==> src/rtl/hus_tick_gen.sv <==
// HUS sound engine timing and channel sequencer: prescaler, sample/tick strobes,
// reload-mask capture and a one-channel-per-clock scan after every sample.
module hus_tick_gen #(
  parameter int PRESCALE = 28,
  parameter int CHANNELS = 32
) (
  input  logic        clk,
  input  logic        res,
  input  logic        enable,
  input  logic [31:0] reload,
  input  logic [7:0]  sample_rate,
  input  logic [9:0]  tick_rate,
  output logic        sample_stb,
  output logic        tick_stb,
  output logic        chan_stb,
  output logic [4:0]  chan_num,
  output logic        chan_reload,
  output logic        overrun
);

  localparam int PW = (PRESCALE > 1) ? $clog2(PRESCALE) : 1;
  localparam logic [PW-1:0] PRE_LAST  = PW'(PRESCALE - 1);
  localparam logic [4:0]    CHAN_LAST = 5'(CHANNELS - 1);
  localparam logic [31:0]   CHAN_MASK = (CHANNELS >= 32) ? 32'hFFFF_FFFF
                                                         : ((32'd1 << CHANNELS) - 32'd1);

  typedef enum logic {IDLE, SCAN} state_t;

  state_t         state_q, state_d;
  logic [PW-1:0]  pre_cnt_q, pre_cnt_d;
  logic [7:0]     smp_cnt_q, smp_cnt_d;
  logic [9:0]     tck_cnt_q, tck_cnt_d;
  logic           sample_stb_q, sample_stb_d;
  logic           tick_stb_q, tick_stb_d;
  logic [4:0]     chan_num_q, chan_num_d;
  logic [31:0]    reload_lat_q, reload_lat_d;
  logic           overrun_q, overrun_d;
  logic           pre_stb, smp_evt, tck_evt;
  logic [31:0]    clear_mask, capture_mask;

  always_comb begin
    pre_cnt_d    = pre_cnt_q;
    smp_cnt_d    = smp_cnt_q;
    tck_cnt_d    = tck_cnt_q;
    state_d      = state_q;
    chan_num_d   = chan_num_q;
    overrun_d    = overrun_q;
    smp_evt      = 1'b0;
    tck_evt      = 1'b0;
    clear_mask   = '0;
    capture_mask = '0;

    pre_stb = (pre_cnt_q == PRE_LAST);
    if (pre_stb) pre_cnt_d = '0;
    else         pre_cnt_d = pre_cnt_q + PW'(1);

    // >= rather than == so a lowered rate wraps at once instead of rolling past 255
    if (pre_stb) begin
      if (smp_cnt_q >= sample_rate) begin
        smp_cnt_d = '0;
        smp_evt   = 1'b1;
      end else begin
        smp_cnt_d = smp_cnt_q + 8'd1;
      end
    end

    if (smp_evt) begin
      if (tck_cnt_q >= tick_rate) begin
        tck_cnt_d = '0;
        tck_evt   = 1'b1;
      end else begin
        tck_cnt_d = tck_cnt_q + 10'd1;
      end
    end

    sample_stb_d = smp_evt;
    tick_stb_d   = tck_evt;

    case (state_q)
      IDLE: begin
        if (sample_stb_q) begin
          state_d    = SCAN;
          chan_num_d = '0;
        end
      end
      SCAN: begin
        clear_mask[chan_num_q] = 1'b1;
        if (sample_stb_q) overrun_d = 1'b1;
        if (chan_num_q == CHAN_LAST) begin
          state_d    = IDLE;
          chan_num_d = '0;
        end else begin
          chan_num_d = chan_num_q + 5'd1;
        end
      end
      default: state_d = IDLE;
    endcase

    // Capture is OR-ed in after the clear so a bit re-requested on this tick survives
    if (tick_stb_q) capture_mask = reload & CHAN_MASK;
    reload_lat_d = (reload_lat_q & ~clear_mask) | capture_mask;

    if (!enable) begin
      pre_cnt_d    = '0;
      smp_cnt_d    = '0;
      tck_cnt_d    = '0;
      sample_stb_d = 1'b0;
      tick_stb_d   = 1'b0;
      state_d      = IDLE;
      chan_num_d   = '0;
    end
  end

  always_ff @(posedge clk) begin
    if (res) begin
      state_q      <= IDLE;
      pre_cnt_q    <= '0;
      smp_cnt_q    <= '0;
      tck_cnt_q    <= '0;
      sample_stb_q <= 1'b0;
      tick_stb_q   <= 1'b0;
      chan_num_q   <= '0;
      reload_lat_q <= '0;
      overrun_q    <= 1'b0;
    end else begin
      state_q      <= state_d;
      pre_cnt_q    <= pre_cnt_d;
      smp_cnt_q    <= smp_cnt_d;
      tck_cnt_q    <= tck_cnt_d;
      sample_stb_q <= sample_stb_d;
      tick_stb_q   <= tick_stb_d;
      chan_num_q   <= chan_num_d;
      reload_lat_q <= reload_lat_d;
      overrun_q    <= overrun_d;
    end
  end

  assign sample_stb  = sample_stb_q;
  assign tick_stb    = tick_stb_q;
  assign chan_stb    = (state_q == SCAN);
  assign chan_num    = chan_num_q;
  assign chan_reload = (state_q == SCAN) & reload_lat_q[chan_num_q];
  assign overrun     = overrun_q;

endmodule

==> config.mk <==
export PLATFORM = sky130hd
export DESIGN_NAME = hus_tick_gen
export DESIGN_NICKNAME = d
export VERILOG_FILES = /design/src/rtl/hus_tick_gen.sv
export SDC_FILE = /design/constraint.sdc
export NUM_CORES = 1
export LEC_CHECK = 0
export CAP_MARGIN = 20
export CORE_UTILIZATION = 31
export DETAILED_ROUTE_END_ITERATION = 8
export HOLD_SLACK_MARGIN = 0.05
export MAX_ROUTING_LAYER = met4
export PLACE_DENSITY = 0.62
export SYNTH_ARGS = -nofsm -noshare
export SYNTH_HDL_FRONTEND = slang
export SYNTH_SLANG_ARGS = --single-unit
==> constraint.sdc <==
create_clock -name clk -period 2.5 [get_ports clk]
set_input_delay 0.375 -clock clk [delete_from_list [all_inputs] [get_ports clk]]
set_output_delay 0.375 -clock clk [all_outputs]
set_load 0.02 [all_outputs]
==> out/qor.csv, run 1 <==
metric,value,unit
HPWL after DPL,6150,um
remaining global-route overflow,0,
Die X,106,um
DR WL/cell,13.6,um
largest net degree at the start of global routing,34,
Post-synth EDFFs,0,
worst-margin pin slew,0.517,ns
num rows,37,
final WL,8420,um
cell family with most CP delay,multiplexers,
"Slew Viols, Final",0,
fin crit period,2.43,ns
Layout Nets,559,
"Clk pin slew, worst setup/hold paths",0.08,ns
Post-Synthesis Net Count,475,
"Primary FF master, synth",dfxtp_1,
Yosys reg bits,64,
count of input and output buffers,62,
synthesized cell area,3350,um^2
period utilization,0.973,
area post-placement,4260,um^2
vias,3083,
peak supply drop,0.229,mV
hold_buf cts,0,
CP dominant cell by count,buf_6,
sequential area share after synthesis,0.383,
"top cells by area, synth","dfxtp_1 38%, ha_1 9.7%, a21oi_1 7.0%",
Worst setup EP type,primary output,
dpl ws,-0.117,ns
critical-path cell list,"buf_6, mux4_2, nand3_2, o21ai_2, o41a_1, buf_6",
CTS tree,yes,
Yosys top cell by area,dfxtp_1,
clock latency on the worst-skew pair,0.35,ns
Async SR Flop Fraction,0,
RePlAce Congestion,0.826,
FMAX,0.411,GHz
global-route wire length before repair,14200,um
Final Util,0.433,
TritonRoute pass-1 iters,4,
Critical Path Fanout Max,5,
max_cap viols,0,
diodes inserted,0,
Initial Util,0.321,
Post-Syn Area per Cell,8.45,um^2
YS warnings,0,
post-route ant nets,0,
Leak,1.67,nW
Die H,106,um
1st-iter DRT viols,123,
hold slack,0.448,ns
CP required,2.12,ns
slew margin rel.,0.647,
Final Cell Area,4510,um^2
"Slowest-stage cell, CP",mux4_2,
synth-to-layout area growth,34.8,%
core footprint,10400,um^2
Max stage delay on crit path,0.50,ns
final setup fails,0,
Worst Hold Class,reg2reg,
Worst Clk Skew,0.0136,ns
CTS max path bufs,2,
number of global-route vias before repair,3022,
type of origin of the critical path,flip-flop,
io pins,63,
post-synthesis cell type count,47,
initial antenna violation count,0,
Crit Path Category,reg2out,
PnR worst setup slack,0.0669,ns
root buf cell,clkbuf_8,
share of cells above drive strength 1,0.138,
Vias per Instance,4.97,
RSZ-0062 raised after global routing,true,
Post-Syn Instances,396,
# DRC,0,
htree depth,3,
total track usage,0.164,
Final Hold Viols,0,
CTS sink cnt,64,
pwr/cell area,470,nW/um^2
CP Data Arrival Time,2.06,ns
CP bufs+invs,2,
run status,"complete, no violations",
Tot Pwr,2.12,mW
die area,11200,um^2
CTS Buf Count,9,
Yosys top cell area share,0.383,
-- metrics by stage --
step	TNS, ns	cells
4_1_cts	0	617
5_1_grt	-0.00490	620
3_5_place_dp	-1.02	602
2_1_floorplan	0	396
6_report	0	620
3_3_place_gp	-0.422	602
-- cell usage after synthesis (2+ instances only) --
cell type and instances:
dfxtp_1 64, nand2_1 48, a21oi_1 47, o21ai_0 46
inv_1 29, ha_1 26, nor2_1 22, clkbuf_1 13
nand4_1 11, mux4_2 8, and3_1 7, nand3_1 7
nand2b_1 5, nor3_1 5, xor2_1 5, o22ai_1 4
nand3b_1 3, nor3b_1 3, nor4_1 3, o31ai_1 3
xnor2_1 3, a21o_1 2, a31oi_1 2, buf_2 2
nor4b_1 2, o211ai_1 2, o21a_1 2, or3_1 2
or3b_2 2
-- repair_timing --
action	CTS	global route
gates resized for setup	6	7
setup buffers	0	3
pin swaps	0	2
endpoints found under the setup margin	1	1
endpoints found under the hold margin	0	0
-- placed cells by master (no fill, tap or decap), types with 11 or more instances in the layout --
| master | netlist | routed |
|---|---|---|
| inv_1 | 29 | 28 |
| nor2_1 | 22 | 22 |
| buf_4 | 0 | 25 |
| nand4_1 | 11 | 11 |
| clkdlybuf4s50_1 | 0 | 61 |
| dfxtp_1 | 64 | 63 |
| o21ai_0 | 46 | 45 |
| a21oi_1 | 47 | 47 |
| ha_1 | 26 | 26 |
| nand2_1 | 48 | 48 |
-- power by group --
group | total [mW] | internal [mW] | leakage (nW) | switching, mW
Sequential | 1.02 | 1.02 | 0.516 | 0.00106
Combinational | 0.142 | 0.0912 | 1.05 | 0.0506
Clock | 0.956 | 0.552 | 0.101 | 0.405
Total | 2.12 | 1.66 | 1.67 | 0.456
-- cell type report --
cell class                 instances  area [um^2]
sequential                        64         1280
timing repair buffer              89          841
inverter                          29          109
tap                              136          170
clock inverter                     6         85.1
clock buffer                       9          124
fill                            1069         5900
multi-input combinational        287         1900
-- routing by layer --
metal,up-vias,track usage,share of wire
li1,1576,-,-
met1,1420,0.202,0.48
met2,76,0.266,0.46
met3,11,0.0307,0.042
met4,0,0.0625,0.016
met5,-,-,0
-- worst register-to-register path, delay by kind of cell, from the launching register on --
family                   cells  cell delay [ns]
adder cells (fa/ha/maj)      1             0.26
flip-flops                   1             0.36
AND/OR/NAND/NOR              1             0.16
buffers and inverters        1             0.08
AO/OA/AOI/OAI                5             1.23
-- path summary, 6_finish.rpt --
| kind | slack [ns] | endpoint | startpoint | depth (start not counted) |
|---|---|---|---|---|
| worst max-delay path | 0.07 | chan_reload | chan_num[0] | 6 |
| worst min-delay path | 0.45 | pre_cnt_q[0] | pre_cnt_q[0] | 1 |
| worst max register to register | 0.31 | tck_cnt_q[8] | smp_cnt_q[0] | 8 |
| worst min register to register | 0.45 | pre_cnt_q[0] | pre_cnt_q[0] | 1 |
-- cell families (layout without fill, tap and decap cells) --
logic type | after synthesis | after routing | share of synthesized area
multiplexers | 8 | 8 | 0.0538
buffers and inverters | 45 | 133 | 0.0535
adder cells (fa/ha/maj) | 26 | 26 | 0.0972
AO/OA/AOI/OAI | 116 | 116 | 0.196
flip-flops | 64 | 64 | 0.383
AND/OR/NAND/NOR | 129 | 129 | 0.196
XOR/XNOR | 8 | 8 | 0.0209
-- state kept, by name, summed over array words and instances, names as in the netlist --
register / flops
pre_cnt_q: 5
smp_cnt_q: 8
sample_stb: 1
overrun: 1
chan_stb: 1
reload_lat_q: 32
tick_stb: 1
tck_cnt_q: 10
chan_num: 5
Note: power is estimated with default switching activity, not from simulation.
==> run 2, diff against run 1 <==
--- a/config.mk
+++ b/config.mk
@@ -11,6 +11,8 @@
 export HOLD_SLACK_MARGIN = 0.05
 export MAX_ROUTING_LAYER = met4
 export PLACE_DENSITY = 0.62
+export SETUP_SLACK_MARGIN = 0.02
 export SYNTH_ARGS = -nofsm -noshare
 export SYNTH_HDL_FRONTEND = slang
 export SYNTH_SLANG_ARGS = --single-unit
+export TNS_END_PERCENT = 100
==> results of run 2 <==
The final DEF is identical to that of run 1; final timing and power are the same.
